## config.mk

```make
export PLATFORM = sky130hd
export DESIGN_NAME = seg7_reader
export DESIGN_NICKNAME = d
export VERILOG_FILES = /design/src/rtl/seg7_reader.sv
export SDC_FILE = /design/constraint.sdc
export NUM_CORES = 1
export LEC_CHECK = 0
export ABC_AREA = 1
export CORE_ASPECT_RATIO = 0.5
export CORE_MARGIN = 1
export CORE_UTILIZATION = 55
export DETAILED_ROUTE_END_ITERATION = 7
export GPL_TIMING_DRIVEN = 1
export PLACE_DENSITY = 0.76
export SYNTH_ARGS = -nofsm -noshare
export SYNTH_HDL_FRONTEND = slang
export SYNTH_SLANG_ARGS = --single-unit
```

## constraint.sdc

```tcl
create_clock -name clk -period 4.1 [get_ports clk]
set_clock_uncertainty 0.2 [all_clocks]
set_input_delay 1.025 -clock clk [delete_from_list [all_inputs] [get_ports clk]]
set_output_delay 1.025 -clock clk [all_outputs]
set_load 0.01 [all_outputs]
```

## src/rtl/seg7_reader.sv

```systemverilog
// rtl/seg7_reader.sv - 7-segment bus receiver: debounces each multiplexed digit,
// decodes it back to BCD and assembles 4-digit frames.
module seg7_reader #(
  parameter int STABLE = 4
) (
  input  logic        clk,
  input  logic        reset,
  input  logic        a,
  input  logic        b,
  input  logic        c,
  input  logic        d,
  input  logic        e,
  input  logic        f,
  input  logic        g,
  input  logic [3:0]  an,
  output logic [15:0] digits,
  output logic        frame_valid,
  output logic [3:0]  err,
  output logic        busy
);

  localparam int CW = $clog2(STABLE + 1);
  localparam logic [CW-1:0] CNT_SAT  = CW'(STABLE);
  localparam logic [CW-1:0] CNT_CAPT = CW'(STABLE - 1);

  localparam logic [0:0] ST_TRACK  = 1'b0;
  localparam logic [0:0] ST_LOCKED = 1'b1;

  // {abcdefg, an}
  logic [10:0]   s_d, s_q;
  logic [CW-1:0] cnt_d, cnt_q;
  logic [0:0]    state_d, state_q;
  logic [15:0]   slot_d, slot_q;
  logic [3:0]    slot_err_d, slot_err_q;
  logic [3:0]    mask_d, mask_q;
  logic [15:0]   digits_d, digits_q;
  logic [3:0]    err_d, err_q;
  logic          fv_d, fv_q;

  logic          an_valid;
  logic          same;
  logic          capture;
  logic [1:0]    idx;
  logic [4:0]    dec;

  function automatic logic [4:0] decode(input logic [6:0] p);
    case (p)
      7'b0000001: decode = 5'h00;
      7'b1001111: decode = 5'h01;
      7'b0010010: decode = 5'h02;
      7'b0000110: decode = 5'h03;
      7'b1001100: decode = 5'h04;
      7'b0100100: decode = 5'h05;
      7'b0100000: decode = 5'h06;
      7'b0001111: decode = 5'h07;
      7'b0000000: decode = 5'h08;
      7'b0000100: decode = 5'h09;
      7'b1111111: decode = 5'h0F;
      default:    decode = 5'h1E;
    endcase
  endfunction

  assign s_d = {a, b, c, d, e, f, g, an};

  always_comb begin
    an_valid = 1'b1;
    idx      = 2'd0;
    case (s_q[3:0])
      4'b1110: idx = 2'd0;
      4'b1101: idx = 2'd1;
      4'b1011: idx = 2'd2;
      4'b0111: idx = 2'd3;
      default: an_valid = 1'b0;
    endcase
  end

  always_comb begin
    cnt_d      = cnt_q;
    state_d    = state_q;
    slot_d     = slot_q;
    slot_err_d = slot_err_q;
    mask_d     = mask_q;
    digits_d   = digits_q;
    err_d      = err_q;
    fv_d       = 1'b0;
    capture    = 1'b0;
    same       = (s_d == s_q);
    dec        = decode(s_q[10:4]);

    if (!an_valid) begin
      state_d = ST_TRACK;
      cnt_d   = '0;
    end else begin
      if (same) begin
        cnt_d = (cnt_q == CNT_SAT) ? cnt_q : cnt_q + CW'(1);
      end else begin
        cnt_d = '0;
      end
      if (state_q == ST_TRACK) begin
        if (same && cnt_q == CNT_CAPT) begin
          capture = 1'b1;
          state_d = ST_LOCKED;
        end
      end else if (!same) begin
        state_d = ST_TRACK;
      end
    end

    // Frame hand-off happens first so a capture on this edge starts the next frame.
    if (mask_q == 4'hF) begin
      digits_d = slot_q;
      err_d    = slot_err_q;
      fv_d     = 1'b1;
      mask_d   = 4'h0;
    end

    if (capture) begin
      slot_d[{idx, 2'b00} +: 4] = dec[3:0];
      slot_err_d[idx]           = dec[4];
      mask_d[idx]               = 1'b1;
    end
  end

  always_ff @(posedge clk) begin
    if (reset) begin
      s_q        <= '0;
      cnt_q      <= '0;
      state_q    <= ST_TRACK;
      slot_q     <= 16'hFFFF;
      slot_err_q <= 4'h0;
      mask_q     <= 4'h0;
      digits_q   <= 16'hFFFF;
      err_q      <= 4'h0;
      fv_q       <= 1'b0;
    end else begin
      s_q        <= s_d;
      cnt_q      <= cnt_d;
      state_q    <= state_d;
      slot_q     <= slot_d;
      slot_err_q <= slot_err_d;
      mask_q     <= mask_d;
      digits_q   <= digits_d;
      err_q      <= err_d;
      fv_q       <= fv_d;
    end
  end

  assign digits      = digits_q;
  assign err         = err_q;
  assign frame_valid = fv_q;
  assign busy        = (mask_q != 4'h0) && (mask_q != 4'hF);

endmodule

```

# Word-level counts from Yosys, hierarchy flattened
# Cells that the tools add are included.
[totals]
inputBits = 13
register_bits = 60
wordCells = 60
[op_classes]
mux = 15
n_eq_ne = 19
bitwise_logic = 3
n_lt_le_gt_ge = 2
n_shift = 2
n_reduce_logical = 8
n_addsub = 2
[op_table]
columns = ["op", "count"]
rows = [
  ["case mux 5 bit (11 select lines)", 1],
  ["equality test 7 bit, second input constant", 3],
  ["bitwise mux 16 bit", 1],
  ["equality test 4 bit, second input constant", 4],
  ["variable shift 4 x 6 -> 16 bit, first input constant", 1],
  ["variable part select 4 x 6 -> 16 bit", 1],
  ["equality test 7 x 3 -> 1 bit, second input constant", 2],
  ["equality test 7 x 6 -> 1 bit, second input constant", 2],
  ["equality test 11 bit", 1],
  ["2-to-1 mux 1 bit", 8],
  ["2-to-1 mux 4 bit", 2],
  ["equality test 7 x 1 -> 1 bit, second input constant", 1],
  ["equality test 7 x 4 -> 1 bit, second input constant", 1],
  ["equality test 7 x 5 -> 1 bit, second input constant", 1],
  ["logical NOT 7 bit", 1],
  ["negator 4 -> 6 bit", 1],
  ["case mux 2 bit (3 select lines)", 1],
  ["bitwise mux 4 bit", 1],
  ["equality test 4 x 3 -> 1 bit, second input constant", 1],
  ["inequality test 4 bit, second input constant", 1],
  ["OR 4 bit", 1],
  ["nonzero test 4 bit", 1],
  ["OR reduction 4 bit", 1],
  ["adder 3 x 1 -> 3 bit, second input constant", 1],
  ["other kinds (9)", 12],
]

# Depth between registers and ports, before layout
[logic_depth]
word_depth = 8
ltp_mapped = 12

# Least setup slack after synthesis
# Ideal clock, no wire load.
[synth_timing]
path_kind = "reg2out"
startpoint = "reg mask_q[0]"
endpoint = "out busy"
path_buffers = 1
t_arrival_ns = 1.284
slack_ns = 1.591
path_stages_with_launch = 7
required_time_ns = 2.875
path_cell_list = "dfxtp_1 > inv_1 > nor4_2 > inv_1 > clkbuf_1 > o21ai_0 > inv_1"
[synth_via]
elab_chain_cells = 2
[synth_rtl]
columns = ["element", "line", "text"]
rows = [
  ["start: declaration", "35", "logic [3:0] mask_d, mask_q;"],
  ["start signal: assignment", "141", "mask_q <= mask_d;"],
  ["inequality test 4 bit or nonzero test 4 bit (tied branches)", "151", "assign busy = (mask_q != 4'h0) && (mask_q != 4'hF);"],
  ["logical AND 1 bit (*)", "151", ""],
  ["end: declaration", "19", "output logic busy"],
]
# Every way passes the cells marked *; elsewhere a longest branch is shown, timed or not.

# Worst setup path after layout
[layout_timing]
startpoint = "reg mask_q[1]"
endpoint = "out busy"
# Same word-level chain as after synthesis.

==> results.toml <==
[run_status]
status = "finished, final reports clean"

[layout]
final_cell_area_sq_um = 3425
most-common-layout-cells = "nand2_1, dfxtp_1, inv_1, nor2_1, clkdlybuf4s50_1"
post-route-util_pct = 74.54
num_antenna_cells = 0
drive_above_1_share_pct = 7.094
nNetsFinal = 456
areaGrowthSynthToFinish_pct = 24.41
mostFrequentLayoutCell = "nand2_1"
n_fill_cell = 359
fin_cells = 503

[critical_path]
crit_path_end_kind = "primary output"
worstSetupStartpoint = "mask_q[1]"
reg2reg_slack_ps = 1850
path_max_fanout = 23
r2r_start = "s_q[3]"
endpoint = "busy"
cp.arrival_ps = 2190
startpoint_type = "register"
critPathRequiredTime_ps = 2870
crit_type = "register to primary output"
r2r_end = "slot_q[14]"
r2r_cells = 8

[logic_synthesis]
syn_area_sq_um = 2753
ys_seq_area_share_pct = 43.64
synth_nets = 419
synth_seq_cells = 60
netlist_top_cells_area = "dfxtp_1, nand2_1, inv_1"
yosysTopAreaCell = "dfxtp_1"
yosys.area.top_type_share_pct = 43.64
yosysWarnings = 0
netlist-cell-type-count = 23
synth_cells = 396
postSynthAreaPerCell_sq_um = 6.951

[clock_tree]
path_clk_slew_ps = 60
cts_tree = "yes"
clkSinkCount = 60
cts-root-buf = "clkbuf_8"
cts_hold_buffers = 0
htreeDepth = 3
ctsResizeCount = 0
post_cts_buffers = 0
cts_buffer_depth = 2
numCtsBuffers = 9
clock_latency_ps = 340

[pwr]
peakVddDrop_mv = 0.2524
cellLeakagePower_uw = 0.001654
power_density_nw_per_um2 = 407.6

[place]
place.gp.congestion = 0.8999
dp_hpwl_mm = 4.371
place_area_sq_um = 3153
placed_cells = 488
io_buffers = 34

[global_route]
grt_max_degree = 34
globalRouteOverflowTotal = 0
antenna_found_initial = 0
gr-usage-all-layers_pct = 26.72
grt_pass1_wl_mm = 10.36
grt_pass1_vias = 2305

[flow_run]
cap_viol_max_count = 0

[min_path]
hp-class = "register to register"

[route]
vias_per_cell = 5.060
drc_errors = 0
postRouteAntennaNets = 0
via_count = 2545
wl_mm = 6.085
drt_iter0_drc = 176
routedWlPerCell_microns = 12.10
firstDrtPassIters = 4

[timing]
final-setup-viol-count = 0
worst_hold_slack_ps = 260.0
finalMaxSlewViolations = 0
layout_min_cycle_time_ps = 3412
min_period_over_period_pct = 83.22
fin_tns_setup_ps = 0
hold_viol = 0
worstMarginPinSlew_ps = 777.1
max_slew_margin_pct = 48.14
rsz0062_at_grt = "no"
max_freq_mhz = 293.1

[floorplan]
fp.dieH_microns = 52.03
core-area_sq_um = 4594
initial_core_util_pct = 59.91
die_w_microns = 102.0
num_rows = 17
num_io_pins = 35
dieArea_sq_um = 5309
==> power by group <==
part / switching, uW / total [uW] / internal (uW)
Clock: 229 / 725 / 495
Sequential: 5.62 / 594 / 589
Combinational: 49.7 / 77.0 / 27.4
Total: 285 / 1400 / 1110
==> metal layers <==
layer	global-route usage (%)	share of wire (%)	up-vias	wire, microns
met1	33.92	48	1146	2917
met2	41.95	44	68	2671
met5	0	0	-	0
met3	9.140	6.8	12	411
li1	-	-	1319	-
met4	10.71	1.4	0	85
==> worst min path at each step <==
stage,startpoint,end,slack (ps),cells past startpoint
floorplan,slot_err_q[0],err[0],230,2
global placement,digits[8],digits[8],240,2
detailed placement,digits[0],digits[0],250,2
CTS,digits[0],digits[0],260,2
global route,digits[15],digits[15],280,2
finish,digits[10],digits[10],260,2
==> through the flow <==
step           total power (uW)  setup WS, ps
2_1_floorplan             657.4          1591
6_report                   1396         688.0
4_1_cts                    1410         676.1
5_1_grt                    1446         525.8
3_3_place_gp              680.6          1119
3_5_place_dp              683.0         961.9
==> cell families after synthesis <==
family / Yosys count / synth area share [%]
DFF: 60 / 43.64
adders and majority gates: 10 / 4.545
AOI/OAI and AO/OA: 44 / 8.045
xor gates and xnor gates: 2 / 0.6365
and+or+nand+nor: 223 / 35.36
buffers and inverters: 57 / 7.773
==> critical path: stages, from the launching register on <==
cell and delay (ps):
dfxtp_1 360, inv_1 80, nor4_2 330, inv_1 370
o21ai_0 180, inv_1 60, clkdlybuf4s50_1 470
==> synthesized netlist by cell type, drive strengths merged <==
master    n
buf       1
nand3    33
ha       10
nand2   135
clkbuf    9
xor2      2
dfxtp    60
nand4     3
a21oi    30
nand3b    1
o21ai    13
nor2     47
nor3      3
a31oi     1
inv      47
nor4      1
==> cell type report <==
cell class | count | area [sq um] | share of cell area [%]
Multi-Input combinational cell | 279 | 1338 | 39.06
Sequential cell | 60 | 1201 | 35.07
Timing Repair Buffer | 36 | 355.3 | 10.38
Inverter | 47 | 176.4 | 5.152
Clock buffer | 11 | 151.4 | 4.421
Clock inverter | 4 | 120.1 | 3.507
Tap cell | 66 | 82.58 | 2.411
==> registers in the layout, summed over array words and instances, names as in the netlist <==
| name | flops |
|---|---|
| slot_q | 16 |
| digits | 16 |
| state_q | 1 |
| cnt_q | 3 |
| mask_q | 4 |
| slot_err_q | 4 |
| frame_valid | 1 |
| err | 4 |
| s_q | 11 |
Note: power is estimated with default switching activity, not from simulation.
